--- config.mk ---
export PLATFORM = sky130hd
export DESIGN_NAME = ika2151_wrseq
export DESIGN_NICKNAME = d
export VERILOG_FILES = /design/src/rtl/ika2151_wrseq.sv
export SDC_FILE = /design/constraint.sdc
export NUM_CORES = 1
export LEC_CHECK = 0
export BUFFER_PORTS_ARGS = -buffer_cell sky130_fd_sc_hd__buf_2
export CAP_MARGIN = 30
export CORE_MARGIN = 1.5
export CORE_UTILIZATION = 42
export CTS_CLUSTER_DIAMETER = 200
export DETAILED_ROUTE_END_ITERATION = 8
export GPL_TIMING_DRIVEN = 0
export PLACE_DENSITY = 0.58
export SLEW_MARGIN = 20
export SYNTH_ARGS = -nofsm -noshare
export SYNTH_HDL_FRONTEND = slang
export SYNTH_SLANG_ARGS = --single-unit
--- constraint.sdc ---
create_clock -name i_EMUCLK -period 4.9 [get_ports i_EMUCLK]
set_clock_uncertainty 0.2 [all_clocks]
set_input_delay 0.245 -clock i_EMUCLK [delete_from_list [all_inputs] [get_ports i_EMUCLK]]
set_output_delay 0.245 -clock i_EMUCLK [all_outputs]
set_load 0.05 [all_outputs]
--- src/rtl/ika2151_wrseq.sv ---
// Register-write sequencer for the IKA2151 CPU bus: buffers {addr,data} pairs
// and replays them as address/data strobes timed in phiM ticks.
module ika2151_wrseq #(
    parameter int FIFO_DEPTH     = 8,
    parameter int STB_W          = 2,
    parameter int ADDR_GAP       = 2,
    parameter int BUSY_WAIT      = 68,
    parameter bit SKIP_SAME_ADDR = 1'b1
) (
    input  logic                          i_EMUCLK,
    input  logic                          i_RST,
    input  logic                          i_phiM_PCEN_n,
    input  logic                          i_wr_valid,
    output logic                          o_wr_ready,
    input  logic [7:0]                    i_wr_addr,
    input  logic [7:0]                    i_wr_data,
    output logic [$clog2(FIFO_DEPTH):0]   o_level,
    output logic                          o_busy,
    output logic                          o_CS_n,
    output logic                          o_WR_n,
    output logic                          o_A0,
    output logic [7:0]                    o_D
);

    localparam int PW   = $clog2(FIFO_DEPTH);
    localparam int LW   = PW + 1;
    localparam int MAXC = (STB_W > ADDR_GAP) ? ((STB_W > BUSY_WAIT) ? STB_W : BUSY_WAIT)
                                             : ((ADDR_GAP > BUSY_WAIT) ? ADDR_GAP : BUSY_WAIT);
    localparam int CW   = $clog2(MAXC + 1);
    localparam logic [LW-1:0] FULL = LW'(FIFO_DEPTH);

    typedef enum logic [2:0] {
        IDLE   = 3'd0,
        A_STB  = 3'd1,
        A_GAP  = 3'd2,
        D_STB  = 3'd3,
        D_BUSY = 3'd4
    } state_t;

    logic [15:0]   mem [FIFO_DEPTH];
    logic [PW-1:0] wr_ptr;
    logic [PW-1:0] rd_ptr;
    state_t        state;
    logic [CW-1:0] cnt;
    logic          last_valid;
    logic [7:0]    last_addr;
    logic [7:0]    cur_data;

    logic          tick;
    logic          push;
    logic          pop;
    logic          active_nxt;
    logic [LW-1:0] level_nxt;
    logic [7:0]    head_addr;
    logic [7:0]    head_data;

    assign tick = ~i_phiM_PCEN_n;

    // Push/pop decisions and the next occupancy / activity used by the registered flags.
    always_comb begin
        push      = i_wr_valid && o_wr_ready;
        pop       = tick && (state == IDLE) && (o_level != LW'(0));
        head_addr = mem[rd_ptr][15:8];
        head_data = mem[rd_ptr][7:0];
        if (push && !pop) begin
            level_nxt = o_level + LW'(1);
        end else if (!push && pop) begin
            level_nxt = o_level - LW'(1);
        end else begin
            level_nxt = o_level;
        end
        if (pop) begin
            active_nxt = 1'b1;
        end else if (state == IDLE) begin
            active_nxt = 1'b0;
        end else if (tick && (state == D_BUSY) && (cnt == CW'(0))) begin
            active_nxt = 1'b0;
        end else begin
            active_nxt = 1'b1;
        end
    end

    // FIFO storage; contents need no reset because the pointers define validity.
    always_ff @(posedge i_EMUCLK) begin
        if (push) begin
            mem[wr_ptr] <= {i_wr_addr, i_wr_data};
        end
    end

    // FIFO pointers, occupancy and host-side status flags run on every clock.
    always_ff @(posedge i_EMUCLK) begin
        if (i_RST) begin
            wr_ptr     <= '0;
            rd_ptr     <= '0;
            o_level    <= '0;
            o_wr_ready <= 1'b1;
            o_busy     <= 1'b0;
        end else begin
            if (push) begin
                wr_ptr <= wr_ptr + PW'(1);
            end
            if (pop) begin
                rd_ptr <= rd_ptr + PW'(1);
            end
            o_level    <= level_nxt;
            o_wr_ready <= (level_nxt != FULL);
            o_busy     <= active_nxt || (level_nxt != LW'(0));
        end
    end

    // Bus sequencer: advances only on phiM ticks, bus pins driven straight from registers.
    always_ff @(posedge i_EMUCLK) begin
        if (i_RST) begin
            state      <= IDLE;
            cnt        <= '0;
            last_valid <= 1'b0;
            last_addr  <= 8'h00;
            cur_data   <= 8'h00;
            o_CS_n     <= 1'b1;
            o_WR_n     <= 1'b1;
            o_A0       <= 1'b0;
            o_D        <= 8'h00;
        end else if (tick) begin
            case (state)
                IDLE: begin
                    if (pop) begin
                        cur_data <= head_data;
                        cnt      <= CW'(STB_W - 1);
                        o_CS_n   <= 1'b0;
                        o_WR_n   <= 1'b0;
                        if (SKIP_SAME_ADDR && last_valid && (head_addr == last_addr)) begin
                            state <= D_STB;
                            o_A0  <= 1'b1;
                            o_D   <= head_data;
                        end else begin
                            state      <= A_STB;
                            o_A0       <= 1'b0;
                            o_D        <= head_addr;
                            last_addr  <= head_addr;
                            last_valid <= 1'b1;
                        end
                    end
                end
                A_STB: begin
                    if (cnt == CW'(0)) begin
                        state  <= A_GAP;
                        cnt    <= CW'(ADDR_GAP - 1);
                        o_CS_n <= 1'b1;
                        o_WR_n <= 1'b1;
                    end else begin
                        cnt <= cnt - CW'(1);
                    end
                end
                A_GAP: begin
                    if (cnt == CW'(0)) begin
                        state  <= D_STB;
                        cnt    <= CW'(STB_W - 1);
                        o_A0   <= 1'b1;
                        o_D    <= cur_data;
                        o_CS_n <= 1'b0;
                        o_WR_n <= 1'b0;
                    end else begin
                        cnt <= cnt - CW'(1);
                    end
                end
                D_STB: begin
                    if (cnt == CW'(0)) begin
                        state  <= D_BUSY;
                        cnt    <= CW'(BUSY_WAIT - 1);
                        o_CS_n <= 1'b1;
                        o_WR_n <= 1'b1;
                    end else begin
                        cnt <= cnt - CW'(1);
                    end
                end
                D_BUSY: begin
                    if (cnt == CW'(0)) begin
                        state <= IDLE;
                    end else begin
                        cnt <= cnt - CW'(1);
                    end
                end
                default: begin
                    state  <= IDLE;
                    o_CS_n <= 1'b1;
                    o_WR_n <= 1'b1;
                end
            endcase
        end
    end

endmodule

Word level (Yosys, flattened, before mapping)
Memories as Yosys holds them, arrays and structs flattened. A register that Yosys moved wholly into a read port is not among the register bits.
Cells that the tools add are included.
Widths: inputs -> output; s select.
{"block": "op_classes", "add_sub_neg": 5, "n_eq_ne": 13, "mux": 32, "bitwise_logic": 3, "n_reduce_logical": 25}
{"op": "$mux 7", "count": 4}
{"op": "$pmux 7 s4", "count": 1}
{"op": "$mux 8", "count": 3}
{"op": "$mux 3", "count": 7}
{"op": "$pmux 8 s2", "count": 1}
{"op": "$pmux 3 s5", "count": 1}
{"op": "$reduce_and 4->1", "count": 3}
{"op": "$reduce_bool 4->1", "count": 3}
{"op": "$mux 1", "count": 10}
{"op": "$ne 2x2->1 const B", "count": 5}
{"op": "$eq 8x8->1", "count": 1}
{"op": "$logic_and 1x1->1", "count": 8}
{"op": "$mux 4", "count": 2}
{"op": "$logic_not 7->1", "count": 1}
{"op": "$sub 7x1->7 const B", "count": 1}
{"op": "$add 3x1->3 const B", "count": 2}
{"op": "$eq 3x2->1 const B", "count": 2}
{"op": "$reduce_and 6->1", "count": 1}
{"op": "$reduce_and 5->1", "count": 1}
{"op": "$add 4x1->4 const B", "count": 1}
{"op": "$ne 2x1->1 const B", "count": 2}
{"op": "$ne 4x4->1 const B", "count": 1}
{"op": "$pmux 1 s4", "count": 1}
{"op": "$reduce_or 2->1", "count": 2}
{"op": "other kinds (11)", "count": 14}
{"block": "totals", "reg_bits": 49, "mem_bits_rw": 128, "input_bits": 20, "output_inout_bits": 17, "wordCells": 92, "memories": 1}
{"name": "mem", "words": 8, "word_bits": 16, "read_ports": 1, "rd_ports_with_merged_regs": 1, "write_ports": 1, "line": "40", "rtl": "logic [15:0] mem [FIFO_DEPTH];"}

Logic depth before layout (Yosys ltp)
Gate-level depths: netlist (run 1).
{"block": "depth", "word_depth": 8, "ltp_mapped": 11, "ltp_nobuf": 9}

Worst setup path before layout (run 1)
Ideal clock, no wire load.
{"block": "synth_path", "kind": "reg2reg", "startpoint": "register o_wr_ready", "endpoint": "memory mem[0][0], enable pin", "setup_time_ns": 0.430, "arrival_ns": 2.522, "required_ns": 4.270, "slack_ns": 1.747, "path_stages_with_launch": 3, "path_buffers": 0, "period_less_slack_ns": 3.153, "path_cell_list": "dfxtp_1 nand2_1 nor4_1"}
{"block": "synth_between", "elab_chain_len": 3}
{"item": "start, declared", "line": "14", "rtl": "output logic o_wr_ready,"}
{"item": "start signal, assigned", "line": "106", "rtl": "o_wr_ready <= (level_nxt != FULL);"}
{"item": "$logic_and 1x1->1", "line": "61", "rtl": "push = i_wr_valid && o_wr_ready;"}
{"item": "$mux 1", "line": "85", "rtl": "if (push) begin"}
{"item": "$mux 1 (implied by the code)", "line": "86", "rtl": "mem[wr_ptr] <= {i_wr_addr, i_wr_data};"}
{"item": "end, declared", "line": "40"}
Every way passes these cells.

==> results of run 1 <==
power by group through the flow:
stage	clock (mW)	combinational [mW]	sequential [mW]
after CTS	1.45	1.34	1.90
final	1.42	1.33	1.90
after detailed placement	0	1.32	1.93
after global placement	0	1.28	1.92
after floorplan	0	0.861	2.05
after global routing	1.52	1.47	1.92
cell type report:
cell class	count	area (µm²)	share of cell area [%]
flip-flops and latches	180	4880	54.9
multi-input cells	326	2490	28.0
clock buffers	17	425	4.78
clock inverters	15	193	2.17
plain buffers	32	154	1.73
inverters	6	22.5	0.253
repair buffers	65	444	4.99
well taps	225	282	3.17
layer usage:
layer  part of all wire, %  routed length [µm]  global-route usage, %
met2                    48                7790                   29.7
met3                   2.7                 442                   4.19
met1                    47                7580                   25.1
met5                     0                   0                      0
met4                   1.6                 259                   6.68
metrics by stage:
step           utilization [%]  cell area (µm²)  worst slack (ns)
2_1_floorplan                -             7500              1.75
3_3_place_gp              45.8             7960             0.323
3_5_place_dp              46.7             8110              1.46
4_1_cts                   51.2             8890              1.42
5_1_grt                   51.2             8890              1.11
6_report                  51.2             8890              1.35
worst paths after layout:
kind | from | cells after the start | end | slack [ns]
setup / recovery | register | 10 | o_D[5]$_SDFFE_PP0P_ | 1.35
hold / removal | i_RST | 2 | last_addr[1]$_SDFFE_PP0P_ | 0.18
setup reg to reg | register | 10 | o_D[5]$_SDFFE_PP0P_ | 1.35
hold reg to reg | o_D[2]$_SDFFE_PP0P_ | 2 | o_D[2]$_SDFFE_PP0P_ | 0.25
cell families (layout without fill, tap and decap cells):
group,count (synthesis),in the layout
xor+xnor,16,16
buf+inv,38,135
fa+ha+maj,6,6
simple gates,152,152
mux,59,59
compound gates,93,93
flops,180,180
synth_stat cells (2+ instances only):
master                       n
sky130_fd_sc_hd__nor2b_1     4
sky130_fd_sc_hd__nand3b_1    2
sky130_fd_sc_hd__mux2i_2     3
sky130_fd_sc_hd__a22o_1      7
sky130_fd_sc_hd__mux4_2     23
sky130_fd_sc_hd__a211oi_1    9
sky130_fd_sc_hd__o41ai_1     3
sky130_fd_sc_hd__and2_1      6
sky130_fd_sc_hd__nor3_1     12
sky130_fd_sc_hd__a21oi_1    24
sky130_fd_sc_hd__buf_4       3
sky130_fd_sc_hd__edfxtp_1  128
sky130_fd_sc_hd__nand3_1     6
sky130_fd_sc_hd__o211ai_1    6
sky130_fd_sc_hd__nor4_1      4
sky130_fd_sc_hd__xor2_1     10
sky130_fd_sc_hd__or2_2       2
sky130_fd_sc_hd__xnor2_1     6
sky130_fd_sc_hd__or3_1       6
sky130_fd_sc_hd__a31oi_1     3
sky130_fd_sc_hd__a22oi_1     4
sky130_fd_sc_hd__nand2_1    46
sky130_fd_sc_hd__o21ai_0    22
sky130_fd_sc_hd__clkbuf_1   18
sky130_fd_sc_hd__buf_1       3
sky130_fd_sc_hd__nand4b_1    3
sky130_fd_sc_hd__nand2b_1    8
sky130_fd_sc_hd__or4_1       3
sky130_fd_sc_hd__buf_2       6
sky130_fd_sc_hd__buf_6       2
sky130_fd_sc_hd__nor2_1     46
sky130_fd_sc_hd__mux2i_1    32
sky130_fd_sc_hd__inv_1       6
sky130_fd_sc_hd__ha_1        6
sky130_fd_sc_hd__dfxtp_1    52
sky130_fd_sc_hd__o21ai_1     5
sky130_fd_sc_hd__o31ai_1     2
state kept, by name, summed over array words and instances, names as in the netlist, 3 cells and up, named ones only:
| register | cells |
|---|---|
| state | 3 |
| o_D | 8 |
| last_addr | 8 |
| wr_ptr | 3 |
| cur_data | 8 |
| cnt | 7 |
| o_level | 4 |
| mem | 128 |
| rd_ptr | 3 |
worst max-delay path: cells and delay by family, from the launching register on:
kind | cells | cell delay, ns
AO/OA/AOI/OAI | 1 | 0.16
XOR/XNOR | 1 | 0.21
buffers and inverters | 3 | 0.89
flip-flops | 1 | 0.32
multiplexers | 3 | 1.08
AND/OR/NAND/NOR | 2 | 0.64
==> flow_metrics.py, run 1 <==
metrics = {
    "final_layout": {
        "total_inserted_antenna_cells": 0,
        "flow.area_growth_from_synthesis_pct": 18.6,
        "final_common_cell": "sky130_fd_sc_hd__edfxtp_1",
        "finish.cell_count_without_fillers": 866,
        "final_cell_mix": "128 x sky130_fd_sc_hd__edfxtp_1, 52 x sky130_fd_sc_hd__dfxtp_1, 46 x sky130_fd_sc_hd__nand2_1",
        "final_nets": 654,
        "fillers": 1492,
        "layout-drive-gt1-share_pct": 20.1,
    },
    "floorplan": {
        "die_span_in_y_um": 137,
        "area_of_the_die_um2": 18700,
        "placeableCoreArea_um2": 17400,
        "die_width_um": 137,
        "core.rowCount": 48,
        "floorplan.initialDensity_pct": 43.2,
        "num_io_pins": 37,
    },
    "place": {
        "buffer_ports.inserted": 35,
        "place.gp.congestion": 0.801,
        "post-dp-hpwl_um": 11200,
        "place.detailed.instances": 817,
    },
    "timing": {
        "final_hold_viol_count": 0,
        "setup_tns_ns": 0,
        "fin_worst_hold_slack_ns": 0.182,
        "slew_headroom_pct": 45.5,
        "final_critical_path_time_including_i_o_delays_and_setup_ns": 3.55,
        "report.final.setup_viol": 0,
        "finalMaxSlewViolations": 0,
        "worstMarginPinSlew_ns": 0.818,
        "max_freq_ghz": 0.282,
        "unrepaired_setup_endpoints_after_global_routing": "false",
        "fin_crit_sh_pct": 72.4,
    },
    "clocking": {
        "clockRootBuffer": "sky130_fd_sc_hd__clkbuf_16",
        "maximum_root_to_sink_buffer_count": 2,
        "cts.reportedPaths.clkPinSlew_ns": 0.07,
        "cts_tree": "built",
        "cts_num_sinks": 180,
        "holdBufCountCts": 16,
        "ctsResizeCount": 0,
        "htree_num_levels": 4,
        "insertion_delay_ns": 0.43,
        "cts_inserted_buffers": 17,
        "post-cts-setup-buffer-count": 0,
    },
    "yosys": {
        "syn_area_um2": 7500,
        "xor_xnor_portion_of_the_synthesized_cell_area_pct": 1.87,
        "synthesis.instances": 544,
        "synth_nets": 570,
        "post_synth_fa_ha_maj_area_fraction_pct": 1.00,
        "number_of_flops_mapped_to_enable_cells_by_yosys": 128,
        "synth_top_area_cell": "sky130_fd_sc_hd__edfxtp_1",
        "synth-main-ff-cell": "sky130_fd_sc_hd__edfxtp_1",
        "synth.mux.area_fraction_pct": 12.1,
        "yosys_register_bits": 180,
        "synth_sequential_area_ratio_pct": 65.1,
        "synth.avg_cell_area_um2": 13.8,
        "postSynth.asyncResetShare_pct": 0,
        "netlist.area_leader.share_pct": 51.2,
        "synth_top_family_by_area": "multiplexers",
        "area_fraction_in_and_or_nand_and_nor_cells_after_synthesis_pct": 9.74,
        "synthTopCellsByArea": "sky130_fd_sc_hd__edfxtp_1 51%, sky130_fd_sc_hd__dfxtp_1 14%, sky130_fd_sc_hd__mux4_2 6.9%",
        "yosys.cell_types.count": 50,
        "ys_warn_count": 0,
        "complex_gate_fraction_of_the_synthesized_area_pct": 7.84,
    },
    "routing": {
        "drt_first_pass_iters": 8,
        "drtAntennaViolNets": 0,
        "detail_route.iter0.violations": 306,
        "vias": 4621,
        "detail_route.wl_per_cell_um": 18.6,
        "viasPerCell": 5.34,
        "finalWirelength_um": 16100,
        "drt_drc_violations_left": 0,
    },
    "power": {
        "post-layout-total-power_mw": 4.65,
        "switching_share_pct": 33.1,
        "p_per_area_nw_per_um2": 523,
        "power.static_leakage_nw": 3.03,
        "vdd_ir_drop_max_uv": 293,
        "total_switching_power_mw": 1.54,
        "sequentialPowerShare_pct": 40.8,
        "pwr-share-clk_pct": 30.6,
        "p_int_mw": 3.11,
        "power.share.combinational_pct": 28.6,
    },
    "global_routing": {
        "global_route_wire_length_before_repair_um": 25600,
        "final_global_route_overflow_total": 0,
        "first_global_vias": 4671,
        "grt_max_degree": 18,
        "antenna_found_initial": 0,
        "grt_usage_pct": 18.6,
    },
    "worst_setup_path": {
        "cp_slowest_stage_delay_ns": 0.48,
        "cell_type_of_the_slowest_stage_on_the_worst_timing_path": "sky130_fd_sc_hd__mux2i_1",
        "data_required_time_at_the_worst_endpoint_ns": 5.07,
        "crit_path_cell_trace": "clkbuf_1 -> buf_2 -> mux4_2 -> mux2i_1 -> xor2_1 -> nand4b_1 -> nor4_4 -> buf_6 -> mux2i_1 -> a22o_1",
        "endpoint_kind": "register",
        "crit_fanout": 10,
        "critical_path.startpoint_type": "register",
        "timing.critical_path.arrival_ns": 3.72,
        "cpMostUsedCell": "sky130_fd_sc_hd__mux2i_1",
        "path_class": "register to register",
    },
    "outcome": {
        "run_status": "complete, no violations",
    },
    "job": {
        "max_cap_violations": 0,
    },
    "hold_path": {
        "worst_hold_path_type": "input port to register",
    },
}
Note: power is estimated with default switching activity, not from simulation.
==> run 2: changes to the inputs <==
--- a/config.mk
+++ b/config.mk
@@ -5,6 +5,7 @@
 export SDC_FILE = /design/constraint.sdc
 export NUM_CORES = 1
 export LEC_CHECK = 0
+export ABC_AREA = 1
 export BUFFER_PORTS_ARGS = -buffer_cell sky130_fd_sc_hd__buf_2
 export CAP_MARGIN = 30
 export CORE_MARGIN = 1.5
==> constraint.sdc (replaced) <==
create_clock -name i_EMUCLK -period 3.7 [get_ports i_EMUCLK]
set_clock_uncertainty 0.2 [all_clocks]
set_input_delay 0.185 -clock i_EMUCLK [delete_from_list [all_inputs] [get_ports i_EMUCLK]]
set_output_delay 0.185 -clock i_EMUCLK [all_outputs]
set_load 0.05 [all_outputs]
==> run 2 against run 1 <==
Worst setup slack worse by 0.33 ns. Clock power is 28% higher. Critical path depth is 2 lower. Area after synthesis is 2.9% higher. Sequential share of layout area is 0.85 points lower. Global-route usage is 1.8 points higher. Register-to-register slack worse by 0.33 ns. Routed wire length is 14% higher. Combinational power is 120% higher. Largest power group is now combinational logic. Highest routed layer unchanged.
==> flow_metrics.py, run 2 <==
metrics = {
    "place": {
        "place.gp.congestion": 0.795,
        "place.detailed.instances": 1047,
        "placement.cell_area_um2": 8250,
        "dp_slack_ns": 0.993,
        "buffer_ports.inserted": 35,
        "post-dp-hpwl_um": 11600,
    },
    "hold_path": {
        "worst_hold_path_type": "register to register",
        "holdPathEnd": "cnt[1]$_SDFFE_PP0P_",
        "timing.hold.worst.start": "cnt[1]$_SDFFE_PP0P_",
        "min_path_cells": 2,
    },
    "yosys": {
        "synth_nets": 808,
        "synth_sequential_area_ratio_pct": 63.3,
        "synth_top_area_cell": "sky130_fd_sc_hd__edfxtp_1",
        "synth_top_family_by_area": "simple AND/OR/NAND/NOR gates",
        "synth.mux.area_fraction_pct": 0,
        "netlist.area_leader.share_pct": 49.8,
        "syn_area_um2": 7720,
        "yosys.cell_types.count": 35,
        "synthTopCellsByArea": "sky130_fd_sc_hd__edfxtp_1 50%, sky130_fd_sc_hd__dfxtp_1 13%, sky130_fd_sc_hd__nand2_1 6.5%",
        "synth-main-ff-cell": "sky130_fd_sc_hd__edfxtp_1",
        "synth.avg_cell_area_um2": 9.87,
        "synthMostInstantiatedCell": "sky130_fd_sc_hd__nand2_1",
        "number_of_flops_mapped_to_enable_cells_by_yosys": 128,
        "yosys_register_bits": 180,
        "area_fraction_in_and_or_nand_and_nor_cells_after_synthesis_pct": 18.3,
        "synthesis.instances": 782,
        "ys_warn_count": 0,
        "complex_gate_fraction_of_the_synthesized_area_pct": 10.2,
        "post_synth_fa_ha_maj_area_fraction_pct": 0.972,
        "postSynth.asyncResetShare_pct": 0,
        "synth_commonest_cells": "134 x sky130_fd_sc_hd__nand2_1, 128 x sky130_fd_sc_hd__edfxtp_1, 100 x sky130_fd_sc_hd__nor2_1, 79 x sky130_fd_sc_hd__inv_1, 72 x sky130_fd_sc_hd__o21ai_0",
        "xor_xnor_portion_of_the_synthesized_cell_area_pct": 0.794,
    },
    "global_routing": {
        "grt_usage_pct": 20.4,
        "grt_max_degree": 17,
        "antenna_found_initial": 0,
        "global_route_wire_length_before_repair_um": 29900,
        "first_global_vias": 5417,
        "final_global_route_overflow_total": 0,
    },
    "floorplan": {
        "floorplan.initialDensity_pct": 42.8,
        "die_width_um": 139,
        "die_span_in_y_um": 139,
        "num_io_pins": 37,
        "area_of_the_die_um2": 19200,
        "placeableCoreArea_um2": 18000,
        "core.rowCount": 49,
    },
    "final_layout": {
        "finish.cell_count_without_fillers": 1098,
        "largest_reg_flops": 128,
        "total_inserted_antenna_cells": 0,
        "sequential_cell_area_um2": 4880,
        "utilization_pct": 50.1,
        "regMostFlops": "mem",
        "final_cell_mix": "134 x sky130_fd_sc_hd__nand2_1, 128 x sky130_fd_sc_hd__edfxtp_1, 92 x sky130_fd_sc_hd__nor2_1",
        "layout-drive-gt1-share_pct": 13.1,
        "final_common_cell": "sky130_fd_sc_hd__nand2_1",
        "fillers": 1685,
        "final_nets": 882,
        "post-route-cell-area_um2": 9030,
        "flow.area_growth_from_synthesis_pct": 17.0,
        "multi_input_area_um2": 2390,
    },
    "clocking": {
        "cts.reportedPaths.clkPinSlew_ns": 0.07,
        "holdBufCountCts": 19,
        "post-cts-setup-buffer-count": 0,
        "ctsResizeCount": 0,
        "maximum_root_to_sink_buffer_count": 2,
        "cts_tree": "built",
        "insertion_delay_ns": 0.43,
        "htree_num_levels": 4,
        "cts_inserted_buffers": 17,
        "clockRootBuffer": "sky130_fd_sc_hd__clkbuf_16",
        "cts_num_sinks": 180,
    },
    "job": {
        "max_cap_violations": 0,
    },
    "worst_setup_path": {
        "crit_fanout": 10,
        "critical_path.startpoint_type": "register",
        "timing.critical_path.arrival_ns": 2.79,
        "worst_reg_to_reg_path_cell_count": 8,
        "crit_path_cell_trace": "buf_2 -> clkbuf_1 -> buf_1 -> o221ai_1 -> o21ai_0 -> nand3_1 -> nand3_1 -> a21oi_1",
        "data_required_time_at_the_worst_endpoint_ns": 3.81,
        "endpoint_kind": "register",
        "cpMostUsedCell": "sky130_fd_sc_hd__nand3_1",
        "cp_slowest_stage_delay_ns": 0.54,
        "minimum_setup_slack_among_reg_to_reg_paths_ns": 1.02,
        "path_class": "register to register",
        "reg2reg_to": "o_D[2]$_SDFFE_PP0P_",
        "cell_type_of_the_slowest_stage_on_the_worst_timing_path": "sky130_fd_sc_hd__clkbuf_1",
    },
    "routing": {
        "detail_route.wl_per_cell_um": 16.6,
        "drt_first_pass_iters": 5,
        "detail_route.iter0.violations": 460,
        "finalWirelength_um": 18300,
        "vias": 5548,
        "drt_drc_violations_left": 0,
        "drtAntennaViolNets": 0,
        "viasPerCell": 5.05,
    },
    "power": {
        "switching_share_pct": 40.2,
        "total_switching_power_mw": 2.95,
        "vdd_ir_drop_max_uv": 416,
        "sequentialPowerShare_pct": 35.7,
        "p_per_area_nw_per_um2": 811,
        "pwr-share-clk_pct": 24.8,
        "p_int_mw": 4.38,
        "power.share.combinational_pct": 39.5,
        "power.static_leakage_nw": 3.59,
    },
    "timing": {
        "final_critical_path_time_including_i_o_delays_and_setup_ns": 2.68,
        "fin_crit_sh_pct": 72.4,
        "max_freq_ghz": 0.373,
        "finalMaxSlewViolations": 0,
        "worstMarginPinSlew_ns": 0.740,
        "slew_headroom_pct": 50.6,
        "setup_tns_ns": 0,
        "report.final.setup_viol": 0,
        "final_hold_viol_count": 0,
        "timing.final.ws_setup_ns": 1.02,
        "unrepaired_setup_endpoints_after_global_routing": "false",
    },
    "outcome": {
        "run_status": "complete, no violations",
    },
}
==> run 2: cell types whose count changed after synthesis, sizes merged, moves of 24 or more <==
cell,delta
inv,+81
mux2i,-35
mux4,-24
nand2,+93
nand3,+65
nor2,+61
o21ai,+58
==> run 2: layout make-up <==
class	instances	share of cell area, %
sequential	180	54.1
multi-input combinational	483	26.5
clock buffer	19	4.79
timing repair buffer	55	4.21
inverter	87	3.61
tap	229	3.17
buffer	32	1.88
clock inverter	13	1.75
==> run 2: logic make-up after synthesis <==
family / count (synthesis)
AO/OA/AOI/OAI: 145
adder cells (fa/ha/maj): 6
buffers and inverters: 119
flip-flops: 180
XOR/XNOR: 7
AND/OR/NAND/NOR: 325
==> run 2: per-stage QoR <==
step                hold WS (ns)  power [mW]
floorplan                 0.0839        4.74
global placement           0.255        5.48
detailed placement         0.256        5.52
CTS                        0.285        7.35
global route               0.308        7.85
finish                     0.283        7.33
==> run 2: how the worst max path moves through the flow <==
stage	slack [ns]	depth (start not counted)	endpoint
after floorplan	1.29	4	mem[0][0]$_DFFE_PP_
after global placement	0.73	4	mem[6][14]$_DFFE_PP_
after detailed placement	0.99	8	o_D[2]$_SDFFE_PP0P_
after CTS	1.0	8	o_D[2]$_SDFFE_PP0P_
after global routing	0.79	8	o_D[2]$_SDFFE_PP0P_
final	1.02	8	o_D[2]$_SDFFE_PP0P_
==> run 2: metal layers <==
| layer | global-route usage (%) | up-vias | share of wire, % |
|---|---|---|---|
| met5 | 0 | - | 0 |
| met4 | 6.81 | 0 | 2.1 |
| met3 | 4.25 | 26 | 4.8 |
| met2 | 33.0 | 133 | 47 |
| met1 | 27.5 | 2597 | 46 |
| li1 | - | 2792 | - |
==> run 2: critical path, delay by kind of cell (launching register included) <==
kind,cells,cell delay (ns)
simple gates,2,0.25
compound gates,3,0.54
flops,1,0.30
buf+inv,3,1.26
==> run 2: power by group through the flow <==
stage | combinational [mW] | sequential, mW | clock [mW]
3_5_place_dp | 2.86 | 2.66 | 0
3_3_place_gp | 2.82 | 2.66 | 0
4_1_cts | 2.89 | 2.62 | 1.84
2_1_floorplan | 1.92 | 2.82 | 0
5_1_grt | 3.27 | 2.65 | 1.93
6_report | 2.90 | 2.62 | 1.82
